==> config.mk <==
export PLATFORM = sky130hd
export DESIGN_NAME = blk_a189c7
export DESIGN_NICKNAME = d
export VERILOG_FILES = /design/src/rtl/blk_a189c7.sv
export SDC_FILE = /design/constraint.sdc
export NUM_CORES = 2
export LEC_CHECK = 0
export ABC_CLOCK_PERIOD_IN_PS = 11200
export CORE_MARGIN = 2
export CORE_UTILIZATION = 40
export DETAILED_ROUTE_END_ITERATION = 16
export RECOVER_POWER = 50
export SKIP_LAST_GASP = 1
export SYNTH_ARGS = -nofsm -noshare
export SYNTH_HDL_FRONTEND = slang
export SYNTH_SLANG_ARGS = --single-unit
==> constraint.sdc <==
create_clock -name i_clk -period 11.2 [get_ports i_clk]
set_input_delay 2.8 -clock i_clk [delete_from_list [all_inputs] [get_ports i_clk]]
set_output_delay 2.8 -clock i_clk [all_outputs]
set_load 0.01 [all_outputs]
==> src/rtl/blk_a189c7.sv <==
// Operand prep for the invsqrt polynomial APM: y=|x-a| (saturated), z=y^2>>Y_W, a4+a6*z.
// Latency 3 enabled cycles, one set per cycle; no backpressure, i_ce=0 freezes every stage.
module blk_a189c7 #(
  parameter int X_W     = 24,
  parameter int Y_W     = 17,
  parameter int A5_W    = 22,
  parameter int A6_W    = 14,
  parameter int GRP_W   = 47,
  parameter int P_SHIFT = 0
) (
  input  logic             i_clk,
  input  logic             i_rst,
  input  logic             i_ce,
  input  logic             i_valid,
  input  logic [X_W-1:0]   i_x,
  input  logic [X_W-1:0]   i_a,
  input  logic [GRP_W-1:0] i_a4,
  input  logic [A5_W-1:0]  i_a5,
  input  logic [A6_W-1:0]  i_a6,
  output logic             o_valid,
  output logic [GRP_W-1:0] o_a4_plus_a6_z,
  output logic             o_x_minus_a_is_pos,
  output logic [A5_W-1:0]  o_a5,
  output logic [Y_W-1:0]   o_y
);

  typedef struct packed {
    logic             vld;
    logic             pos;
    logic [Y_W-1:0]   y;
    logic [GRP_W-1:0] a4;
    logic [A5_W-1:0]  a5;
    logic [A6_W-1:0]  a6;
  } opnd_t;

  opnd_t s1, s2;
  logic [Y_W-1:0] s2_z;

  // Stage 1: signed difference at X_W+1 bits, magnitude, saturate into Y_W bits
  logic [X_W:0]   d;
  logic [X_W:0]   mag;
  logic           pos;
  logic           sat;
  logic [Y_W-1:0] y_nxt;

  always_comb begin
    d     = {1'b0, i_x} - {1'b0, i_a};
    pos   = (i_x >= i_a);
    mag   = pos ? d : -d;
    sat   = |(mag >> Y_W);
    y_nxt = sat ? {Y_W{1'b1}} : mag[Y_W-1:0];
  end

  always_ff @(posedge i_clk or posedge i_rst) begin
    if (i_rst) begin
      s1 <= '0;
    end else if (i_ce) begin
      s1.vld <= i_valid;
      s1.pos <= pos;
      s1.y   <= y_nxt;
      s1.a4  <= i_a4;
      s1.a5  <= i_a5;
      s1.a6  <= i_a6;
    end
  end

  // Stage 2: square and keep the upper half
  logic [2*Y_W-1:0] sq;
  logic [Y_W-1:0]   z_nxt;

  always_comb begin
    sq    = {{Y_W{1'b0}}, s1.y} * {{Y_W{1'b0}}, s1.y};
    z_nxt = Y_W'(sq >> Y_W);
  end

  always_ff @(posedge i_clk or posedge i_rst) begin
    if (i_rst) begin
      s2   <= '0;
      s2_z <= '0;
    end else if (i_ce) begin
      s2   <= s1;
      s2_z <= z_nxt;
    end
  end

  // Stage 3: a4 + (a6*z >> P_SHIFT), wrapping at GRP_W bits
  logic [A6_W+Y_W-1:0] prod;
  logic [GRP_W-1:0]    sum;

  always_comb begin
    prod = {{Y_W{1'b0}}, s2.a6} * {{A6_W{1'b0}}, s2_z};
    sum  = s2.a4 + GRP_W'(prod >> P_SHIFT);
  end

  always_ff @(posedge i_clk or posedge i_rst) begin
    if (i_rst) begin
      o_valid            <= 1'b0;
      o_a4_plus_a6_z     <= '0;
      o_x_minus_a_is_pos <= 1'b0;
      o_a5               <= '0;
      o_y                <= '0;
    end else if (i_ce) begin
      o_valid            <= s2.vld;
      o_a4_plus_a6_z     <= sum;
      o_x_minus_a_is_pos <= s2.pos;
      o_a5               <= s2.a5;
      o_y                <= s2.y;
    end
  end

endmodule

==> results.yml <==
setup_path:
  crit_path_start_kind: "input port"
  cp.arrival_ns: 8.03
  timing.rr.start: "s2[2]"
  r2r_slack_ns: 3.61
  r2r_cells: 22
  worstPathMaxFanout: 172
  cp_top_family: "buffers and inverters"
  r2r-end: "o_a4_plus_a6_z[35]"
  path_class: "in -> reg"
  cpPeakStageDelay_ns: 2.86
  crit_path_end_kind: "flip-flop"
  worst-path-buf-inv: 2
  required_ns: 11.59
  slowest_stage: "clkbuf_2"
  crit_chain: "buf_8, clkbuf_2, o311ai_0, o21ai_0"
route:
  dr.pass1.iters: 11
  avgViaCountPerCell: 5.01
  via_count: 19828
  route.detailed.drc: 4
  ant_nets: 0
  drt_iter0_drc: 991
  wirelength_microns: 67900
  routedWlPerCell_microns: 17.2
synthesis:
  synth_top_area_share_pct: 27.0
  async_reset_ff_share_pct: 100
  synth.net_count: 3577
  ys_seq_area_share_pct: 26.1
  synth.area.mux_share_pct: 9.99
  synth_seq_cells: 309
  synth_largest_area_cell: "fa_1"
  synth_compound_gate_area_share_pct: 6.10
  synth-xor-area-share_pct: 2.90
  synth-adder-area-share_pct: 36.8
  synth_top_family_by_area: "adder cells"
  synthFlopType: "dfrtp_1"
  ys_warn_count: 0
  ys_types: 63
  synth.area.top_cells: "fa_1 27%, dfrtp_1 26%, mux2_2 9.9%"
  syn_inst: 2812
  synth_area_sq_um: 29600
  syn_area_per_cell_sq_um: 10.5
  synth-simple-area-share_pct: 10.4
  synth-edff-count: 0
worst_hold_path:
  hp-class: "reg -> reg"
  hp-start: "s1[64]"
  min_to: "s2[64]"
  holdPathStages: 2
outcome:
  violations: "design-rule violations, max-capacitance violations, max-slew violations"
  outcome: "complete, but fails checks"
cells_and_area:
  area.sequential_sq_um: 7730
  nets: 3733
  final.fill_count: 6756
  layout_commonest_cell: "inv_1"
  synthToLayoutAreaGrowth_pct: 14.8
  drive_gt1_share_pct: 11.8
  mostFrequentLayoutCells: "491 x inv_1, 400 x fa_1, 309 x dfrtp_1"
  multi_input_area_sq_um: 19600
sta:
  finalCriticalPeriod_ns: 7.64
  worstMarginPinSlew_ns: 4.06
  fin_crit_sh_pct: 68.2
  rsz0062_at_grt: "false"
  finalSetupViolCount: 0
  drv_slew: 412
  fin_tns_setup_ns: 0
  fin_skew_ns: 0.0182
  finalHoldViolCount: 0
  max_freq_mhz: 131
  slew_headroom_pct: -170
clocking:
  clk_pin_slew_worst_paths_ns: 0.06
  clockRootBuffer: "clkbuf_16"
  clkSinkCount: 309
  cts_hold_buf: 0
  cts_buffer_depth: 3
  cts_buffers: 37
  clock_latency_ns: 0.55
  tritoncts: "done"
  cts_setup_buffers: 0
  htree_num_levels: 2
  cts_resized: 0
placement:
  place_congestion: 0.875
  place_hpwl_microns: 52500
  io_buffers: 222
global_route:
  grt_max_degree: 173
  grt_pass1_vias: 22130
  grt_antenna_before_repair: 10
  grt-ovfl-total: 0
  grt_use_total_pct: 18.6
  grt_pass1_wl_microns: 115000
die:
  die_w_microns: 276
  dieArea_sq_um: 76200
  rows: 99
  core_area_sq_um: 73100
  start_util_pct: 40.5
  chipHeight_microns: 276
  boundaryPins: 223
run:
  timing.max_cap.violations: 4
-- flip-flops by register name (all words and copies together), names as in the netlist --
signal,flops
o_a4_plus_a6_z,47
o_x_minus_a_is_pos,1
o_a5,22
s2_z,17
s2,102
s1,102
o_y,17
o_valid,1
-- layout make-up --
| class | count | share of cell area (%) |
|---|---|---|
| Clock inverter | 17 | 0.850 |
| Antenna cell | 1 | 0.00736 |
| Timing Repair Buffer | 232 | 6.78 |
| Tap cell | 959 | 3.53 |
| Clock buffer | 50 | 3.07 |
| Sequential cell | 309 | 22.7 |
| Multi-Input combinational cell | 1896 | 57.6 |
| Inverter | 492 | 5.44 |
-- logic make-up after synthesis --
logic type      count (synthesis)
compound gates                277
xor+xnor                       98
fa+ha+maj                     630
buf+inv                       607
flops                         309
mux                           263
simple gates                  628
-- synth_stat cells (11+ instances only) --
library cell  number
a31oi_1           26
nand2_1          248
nor2b_1           15
nand4_1           15
nor2_1           100
clkbuf_1         107
xor2_1            40
a21oi_1           80
inv_1            492
nand3_1           11
a21o_1            41
ha_1             230
dfrtp_1          309
nor3_1            12
mux2_2           260
o21ai_0           51
and2_1           176
fa_1             400
xnor2_1           58
o21a_1            14
and3_1            11
-- metrics by stage --
stage	instance area (sq um)	hold WS [ns]	util, %	setup slack, ns	cells
floorplan	29600	0.449	-	4.29	2812
global placement	32700	0.471	44.7	3.63	3888
detailed placement	32700	0.476	44.7	3.52	3888
CTS	34000	0.490	46.6	3.65	3955
global route	34000	0.510	46.5	2.90	3956
finish	34000	0.481	46.5	3.56	3956
-- per-layer routing --
layer / part of all wire (%) / global-route usage, % / vias up
met5: 0.13 / 0 / -
met4: 2.8 / 5.97 / 14
met3: 6.7 / 4.66 / 119
met2: 46 / 29.5 / 422
met1: 44 / 25.0 / 10058
li1: - / - / 9215
-- worst register-to-register path, stage by stage (launching register included) --
cell and delay [ns]:
dfrtp_1 0.62, and2_1 0.32, fa_1 0.54, inv_1 0.05, fa_1 0.49, inv_1 0.06
fa_1 0.50, inv_1 0.06, fa_1 0.54, inv_1 0.05, fa_1 0.38, fa_1 0.48
ha_1 0.35, a21o_1 0.22, a41oi_1 0.32, o31ai_1 0.21, o311ai_0 0.96, a21oi_1 0.17
nor2_1 0.21, o21ai_0 0.33, nand2_1 0.19, xor2_1 0.16, a21oi_1 0.08
-- worst max path at each step --
| stage | cells past startpoint | to | start |
|---|---|---|---|
| after floorplan | 1 | o_a4_plus_a6_z[0] | i_rst |
| after global placement | 15 | s1[84] | i_x[0] |
| after detailed placement | 15 | s1[84] | i_x[0] |
| after CTS | 20 | o_a4_plus_a6_z[45] | s2[8] |
| after global routing | 3 | s1[2] | i_rst |
| final | 4 | o_a4_plus_a6_z[12] | i_ce |
Power is left out: the tool's default activity adds up to more than one toggle a clock period on the data nets, which glitch-free logic cannot reach.
